[src/rtl/ica_iter_controller.sv]
// rtl/ica_iter_controller.sv - ICA fixed-point iteration sequencer
// Launches the fast controller, normalises, checks |w_new.w_old| for convergence.
module ica_iter_controller #(
  parameter logic [7:0]  MAX_ITER = 8'd50,
  parameter int          DW       = 16,
  parameter logic [15:0] TOL      = 16'd16,
  parameter logic [8:0]  WDOG     = 9'd400
) (
  input  logic                 clk_fast,
  input  logic                 rst,
  input  logic                 start,
  input  logic                 fast_busy,
  output logic                 go_fast,
  output logic                 en_norm,
  input  logic                 norm_done,
  input  logic signed [DW-1:0] dot_in,
  input  logic                 dot_valid,
  output logic                 w_load,
  output logic                 busy,
  output logic                 converged,
  output logic                 fail,
  output logic [7:0]           iter_cnt
);

  typedef enum logic [2:0] {
    S_IDLE, S_LAUNCH, S_RUN, S_NORM, S_CHECK, S_DONE, S_FAIL
  } state_t;

  // Unity in Q2.14 is 16384; threshold kept DW+1 wide to match |dot_in|.
  localparam logic [DW:0] W_THRESH = (DW+1)'(16384 - int'(TOL));

  state_t      r_state, w_next;
  logic        r_seen_busy;
  logic [8:0]  r_wdog;
  logic [7:0]  r_iter;
  logic        r_conv, r_fail;

  logic [DW:0] w_dot_ext, w_abs;
  logic        w_conv_hit;
  logic [8:0]  w_iter_p1;
  logic        w_clear, w_iter_inc, w_max_fail, w_set_conv, w_set_fail;

  assign w_dot_ext  = {dot_in[DW-1], dot_in};
  assign w_abs      = dot_in[DW-1] ? (~w_dot_ext + 1'b1) : w_dot_ext;
  assign w_conv_hit = (w_abs >= W_THRESH);
  assign w_iter_p1  = {1'b0, r_iter} + 9'd1;

  always_ff @(posedge clk_fast or posedge rst) begin
    if (rst) begin
      r_state <= S_IDLE;
    end else begin
      r_state <= w_next;
    end
  end

  always_comb begin
    w_next     = r_state;
    go_fast    = 1'b0;
    en_norm    = 1'b0;
    busy       = 1'b0;
    w_load     = 1'b0;
    w_clear    = 1'b0;
    w_iter_inc = 1'b0;
    w_max_fail = 1'b0;
    w_set_conv = 1'b0;
    w_set_fail = 1'b0;
    case (r_state)
      S_IDLE, S_DONE, S_FAIL: begin
        if (start) begin
          w_next  = S_LAUNCH;
          w_clear = 1'b1;
        end
      end
      S_LAUNCH: begin
        busy   = 1'b1;
        w_next = S_RUN;
      end
      S_RUN: begin
        go_fast = 1'b1;
        busy    = 1'b1;
        // A low fast_busy before the fast controller ever went busy is stale.
        if (!fast_busy && r_seen_busy) begin
          w_next = S_NORM;
        end else if (r_wdog == WDOG - 9'd1) begin
          w_next     = S_FAIL;
          w_set_fail = 1'b1;
        end
      end
      S_NORM: begin
        go_fast = 1'b1;
        busy    = 1'b1;
        en_norm = 1'b1;
        if (norm_done) w_next = S_CHECK;
      end
      S_CHECK: begin
        go_fast = 1'b1;
        busy    = 1'b1;
        if (dot_valid) begin
          if (w_conv_hit) begin
            w_next     = S_DONE;
            w_set_conv = 1'b1;
          end else if (w_iter_p1 == {1'b0, MAX_ITER}) begin
            w_next     = S_FAIL;
            w_set_fail = 1'b1;
            w_max_fail = 1'b1;
          end else begin
            w_next     = S_LAUNCH;
            w_iter_inc = 1'b1;
            w_load     = 1'b1;
          end
        end
      end
      default: w_next = S_IDLE;
    endcase
  end

  always_ff @(posedge clk_fast or posedge rst) begin
    if (rst) begin
      r_seen_busy <= 1'b0;
      r_wdog      <= 9'd0;
      r_iter      <= 8'd0;
      r_conv      <= 1'b0;
      r_fail      <= 1'b0;
    end else begin
      if (r_state == S_LAUNCH) begin
        r_seen_busy <= 1'b0;
        r_wdog      <= 9'd0;
      end else if (r_state == S_RUN) begin
        if (fast_busy) r_seen_busy <= 1'b1;
        r_wdog <= r_wdog + 9'd1;
      end
      if (w_clear) begin
        r_iter <= 8'd0;
        r_conv <= 1'b0;
        r_fail <= 1'b0;
      end else begin
        if (w_max_fail) r_iter <= MAX_ITER;
        else if (w_iter_inc) r_iter <= w_iter_p1[7:0];
        if (w_set_conv) r_conv <= 1'b1;
        if (w_set_fail) r_fail <= 1'b1;
      end
    end
  end

  assign converged = r_conv;
  assign fail      = r_fail;
  assign iter_cnt  = r_iter;

endmodule

[config.mk]
export PLATFORM = sky130hd
export DESIGN_NAME = ica_iter_controller
export DESIGN_NICKNAME = d
export VERILOG_FILES = /design/src/rtl/ica_iter_controller.sv
export SDC_FILE = /design/constraint.sdc
export NUM_CORES = 1
export LEC_CHECK = 0
export ABC_AREA = 1
export CAP_MARGIN = 40
export CORE_ASPECT_RATIO = 0.9
export CORE_MARGIN = 8
export CORE_UTILIZATION = 40
export DETAILED_ROUTE_END_ITERATION = 10
export GPL_ROUTABILITY_DRIVEN = 0
export GPL_TIMING_DRIVEN = 0
export MAX_ROUTING_LAYER = met4
export PLACE_DENSITY = 0.65
export SETUP_SLACK_MARGIN = 0.1
export SLEW_MARGIN = 20
export SYNTH_ARGS = -nofsm -noshare
export SYNTH_HDL_FRONTEND = slang
export SYNTH_SLANG_ARGS = --single-unit
[constraint.sdc]
create_clock -name clk_fast -period 1.6 [get_ports clk_fast]
set_input_delay 0.16 -clock clk_fast [delete_from_list [all_inputs] [get_ports clk_fast]]
set_output_delay 0.16 -clock clk_fast [all_outputs]
set_load 0.05 [all_outputs]
* After elaboration in Yosys (flattened, before gate mapping)
Cells that the tools add are included.
** Word-level totals
- Register bits after elaboration :: 23
- Latch bits :: 0
- Memory bits (writable) :: 0
- Bits in read-only memories :: 0
- Input bits :: 22
- Output and inout port bits :: 14
- Word-level logic and storage cells :: 76
- Memories kept :: 0
** Operators by class
- Add/sub/neg operators :: 3
- Multiply operators :: 0
- Divide/modulo/power cells :: 0
- $lt $le $gt $ge :: 1
- Eq/ne operators :: 12
- Shifts and indexed selects :: 0
- Multiplexer cells :: 40
- Bitwise logic cells :: 1
- Reduce and logical (&&, ||, !) cells :: 13
** Operators with widths (count)
- two-way mux 1 bit :: 25
- two-way mux 8 bit :: 3
- two-way mux 3 bit :: 7
- two-way mux 9 bit :: 2
- adder 17 x 1 -> 17 bit, second input constant :: 1
- greater-or-equal comparator 17 x 14 -> 1 bit, second input constant :: 1
- two-way mux 17 bit :: 1
- NOT 17 bit :: 1
- one-hot mux 3 bit (5 select lines) :: 1
- adder 8 x 1 -> 9 bit, second input constant :: 1
- adder 9 x 1 -> 9 bit, second input constant :: 1
- equality test 3 bit, second input constant :: 3
- equality test 9 x 6 -> 1 bit, second input constant :: 1
- equality test 9 bit, second input constant :: 1
- nonzero test 2 bit :: 4
- equality test 3 x 2 -> 1 bit, second input constant :: 2
- inequality test 2 bit, second input constant :: 3
- OR reduction 3 bit :: 2
- AND reduction 4 bit :: 1
- OR reduction 4 bit :: 1
- equality test 3 x 1 -> 1 bit, second input constant :: 1
- zero test 3 bit :: 1
- inequality test 3 bit, second input constant :: 1
- nonzero test 3 bit :: 1
- other kinds (4) :: 4

* Longest topological paths before layout
- Depth in word-level cells :: 10
- Gate-level depth with buffers :: 17
- Depth with buffers taken out :: 17

* Worst setup path before layout
OpenSTA, ideal clock, no wires.
- Kind :: register -> register
- From :: reg r_iter[0] (netlist: iter_cnt[0])
- To :: reg r_state[0]
- Library setup time :: 0.116 ns
- Arrival time :: 1.846 ns
- Setup slack :: -0.362 ns
- Cell stages (with the launch flop) :: 12
- Path through :: dfrtp_1 -> ha_1 -> nand3_1 -> xor2_1 -> nor2_1 -> nand3_2 -> nor2_1 -> nand3_1 -> nand2_1 -> nand2_1 -> nand2_1 -> nand2_1
** Between the ends
- Word-level cells in the longest chain between the ends :: 6
** RTL lines
- from (decl) :: line 35 : logic [7:0] r_iter;
- from (signal assigned) :: line 138 : else if (w_iter_inc) r_iter <= w_iter_p1[7:0];
- adder 8 x 1 -> 9 bit :: line 46 : assign w_iter_p1 = {1'b0, r_iter} + 9'd1;
- equality test 9 x 6 -> 1 bit :: line 102 : end else if (w_iter_p1 == {1'b0, MAX_ITER}) begin
- two-way mux 3 bit :: line 102
- two-way mux 3 bit :: line 99 : if (w_conv_hit) begin
- two-way mux 3 bit :: line 98 : if (dot_valid) begin
- one-hot mux 3 bit (5 select lines) :: line 67 : case (r_state)
- to (signal assigned) :: line 52 : r_state <= w_next;
- to (decl) :: line 32 : state_t r_state, w_next;
No other way between the ends. The select of a mux whose other input is x is not followed.
A chain may end at the register's enable or synchronous reset.

* Worst setup path after layout
- From :: reg r_iter[1] (netlist: iter_cnt[1])
- To :: out w_load
** Between the ends
- Word-level cells in the longest chain between the ends :: 6
** RTL lines
- adder 8 x 1 -> 9 bit :: line 46
- equality test 9 x 6 -> 1 bit :: line 102
- two-way mux 1 bit :: line 102
- two-way mux 1 bit :: line 99
- two-way mux 1 bit :: line 98
- two-way mux 1 bit :: line 67
- to (decl) :: line 18 : output logic w_load,
No other way between the ends.

==> key figures <==
Cells and area
  • Most common cell after layout, fill and taps aside: nand2_1
  • Layout Nets: between 300 and 400
  • Most frequent cells in the layout: 62 x nand2_1, 43 x inv_1, 18 x buf_4, 16 x buf_6
  • # diodes: 0
  • Share of cells above drive strength 1: 43.9%
  • Area growth, synth to finish: 50.8%
  • Final core utilization: 61.8%
  • Fill cell count: 426

Worst setup path
  • Critical-path cell list: ha_4, nand3_1, xor2_1, nor2_1, nand3_2, nand3_4, nor2_8, buf_8
  • CP max stage delay: 0.45 ns
  • Setup CP Type: register to output port
  • Top fanout value on the critical path: 4
  • Setup crit end kind: output port
  • Critical Path Source Type: register
  • CP required: 1.44 ns
  • CP max stage cell: dfrtp_2
  • CP arrival: 1.76 ns

Floorplan
  • Die height: 82.6 um
  • Core ar.: 0.00480 sq mm
  • # rows: 24
  • Die X: 90.0 um
  • # IOs: 36
  • Die area: 0.00743 sq mm
  • Initial Util: 41.0%

Timing
  • Fin crit share: 120%
  • Slew headroom: 66.2%
  • RSZ-0062 raised after global routing: yes
  • Worst-Margin Slew: 0.510 ns
  • Clock Skews: 0.00840 ns
  • Pins Over Slew Limit: 0
  • Fin worst setup slack: -0.316 ns
  • Sum Neg Setup Slack: -1.51 ns
  • Final Setup Violations: 13
  • Final Hold Vio Count: 0
  • Max frequency: 522 MHz
  • Fin crit period: 1.92 ns

Drt
  • Wirelength, routed: 5740 um
  • ANT nets after route: 0
  • Avg WL per Cell: 13.6 um
  • DR vias: between 2000 and 2500
  • DRT iter0 DRCs: 91
  • Post-route DRC: 0
  • Drt pass-1 iters: 4
  • Post-DR vias/cell: 4.91

Synth
  • Sequential element share of the synthesized area: 29.2%
  • EDFF count, synth: 0
  • Synth cell types: 32
  • Ys flop type: dfrtp_1
  • Synth Warn #: 0
  • Post-synthesis net count: about 320
  • Post-synthesis cell area: approximately 0.002 sq mm
  • Synth Area per Inst: 6.79 sq um
  • Post-Syn Instances: 290
  • Fraction of registers with async set or reset after synthesis: 100%
  • Seq cells post-synth: 23

Clocking
  • Clock transition at the register clock pins on the worst setup and hold paths after CTS: 0.09 ns
  • Num CTS Buffers: 3
  • Clock root buffer: clkbuf_8
  • Clock latency at the later pin of the worst-skew pair: 0.27 ns
  • Clk buf depth: 2
  • CTS tree: yes
  • Total clock sinks: 23
  • # H-tree levels: 1

Pwr
  • Cell Pwr Density: about 1100 mW/mm^2
  • Lkg Pwr: 1.49 nW
  • Max VDD drop: 0.00118 V

Global route
  • First-pass GRT wire length: between 8000 and 9000 um
  • Total Routing Usage GR: between 10% and 20%
  • Initial antenna violation count: 0
  • Gr ovfl total: 0
  • Vias in the first global route: 1996
  • Largest net degree at the start of global routing: 19

Worst hold path
  • HP Class: input pin to async pin

Placed design
  • PortBufs: 34
  • DP Wirelength: roughly 3700 um

Status
  • Outcome: finished with violations
  • Failing checks: setup timing

Job
  • Max Cap Viol: 0
==> metrics by stage <==
step                      area (sq um)  hold WS [ns]  std cells  total power [mW]  setup slack (ns)
after floorplan                   2010         0.162        290              1.81            -0.151
after global placement            2430         0.507        389              2.19             -1.28
after detailed placement          2460         0.434        390              2.22             -1.31
after CTS                         2680         0.137        409              2.83            -0.343
after global routing              2970         0.169        423              3.45            -0.424
final                             2970         0.156        423              3.25            -0.316
==> worst paths after layout <==
kind	start	to	slack, ns	cells after the start
hold reg to reg	iter_cnt[3]$_DFFE_PP0P_	iter_cnt[3]$_DFFE_PP0P_	0.52	2
setup reg to reg	iter_cnt[2]$_DFFE_PP0P_	r_state[0]$_DFFE_PP0P_	-0.25	14
min in group clk_fast	fast_busy	r_seen_busy$_DFFE_PP0P_	0.49	3
max in group asynchronous	rst	r_state[2]$_DFFE_PP0P_	1.02	3
setup / recovery	iter_cnt[1]$_DFFE_PP0P_	w_load	-0.32	8
hold / removal	rst	iter_cnt[7]$_DFFE_PP0P_	0.16	2
==> what timing repair did <==
| item | in CTS | in global routing |
|---|---|---|
| hold buffers | 0 | 0 |
| gates resized for setup | 74 | 105 |
| pin swaps | 21 | 30 |
| setup endpoints to repair | 30 | 21 |
| buffers inserted | 14 | 16 |
| cloned | 1 | 0 |
==> registers in the layout, indices dropped and copies added, names as in the netlist <==
signal / cells
r_wdog: 9
iter_cnt: 8
r_state: 3
converged: 1
fail: 1
r_seen_busy: 1
==> metal layers <==
layer / global-route usage (%) / wire length, um
met1: 16.9 / 2450
met2: 25.6 / 2990
met3: 3.25 / 239
met4: 2.49 / 59
met5: - / 0
==> synth_stat cells (3+ instances only) <==
library cell | count | area (sq um)
nand2_1 | 75 | 282
inv_1 | 55 | 206
nor2_1 | 26 | 97.6
dfrtp_1 | 23 | 576
nand3_1 | 20 | 100
o21ai_0 | 16 | 80.1
nor2_2 | 7 | 43.8
inv_2 | 6 | 22.5
nand4_1 | 6 | 37.5
a21oi_1 | 5 | 25.0
o22ai_1 | 5 | 31.3
ha_1 | 4 | 50.1
nand2_2 | 4 | 25.0
nand2_4 | 4 | 45.0
nand3_4 | 4 | 70.1
o21ai_1 | 3 | 15.0
o21ai_2 | 3 | 26.3
xor2_1 | 3 | 26.3
==> cells by family after synthesis <==
family | share of synthesized area, %
AOI/OAI and AO/OA | 11.8
DFF | 29.2
buffers and inverters | 13.0
xor gates and xnor gates | 1.78
adders and majority gates | 2.54
and+or+nand+nor | 41.7
==> worst max-delay path, delay by kind of cell, from the launching register on <==
kind          cells  cell delay, ns
simple gates      5            0.51
fa+ha+maj         1            0.18
buf+inv           1            0.15
xor+xnor          1            0.20
flops             1            0.45
==> cell type report <==
type	count	area, sq um	area share (%)
inverter	62	248	8.34
clock buffer	3	41.3	1.39
clock inverter	1	5.00	0.169
sequential	23	586	19.7
timing repair buffer	63	584	19.7
tap	65	81.3	2.74
buffer	2	22.5	0.759
multi-input combinational	204	1400	47.2
==> report_power, final <==
part / total, mW / internal, mW / switching (mW) / leakage [nW]
combinational: 2.09 / 0.816 / 1.27 / 1.16
sequential: 0.794 / 0.691 / 0.103 / 0.301
clock: 0.366 / 0.174 / 0.192 / 0.0255
total: 3.25 / 1.68 / 1.57 / 1.49
Power figures use the tool's default switching activity.
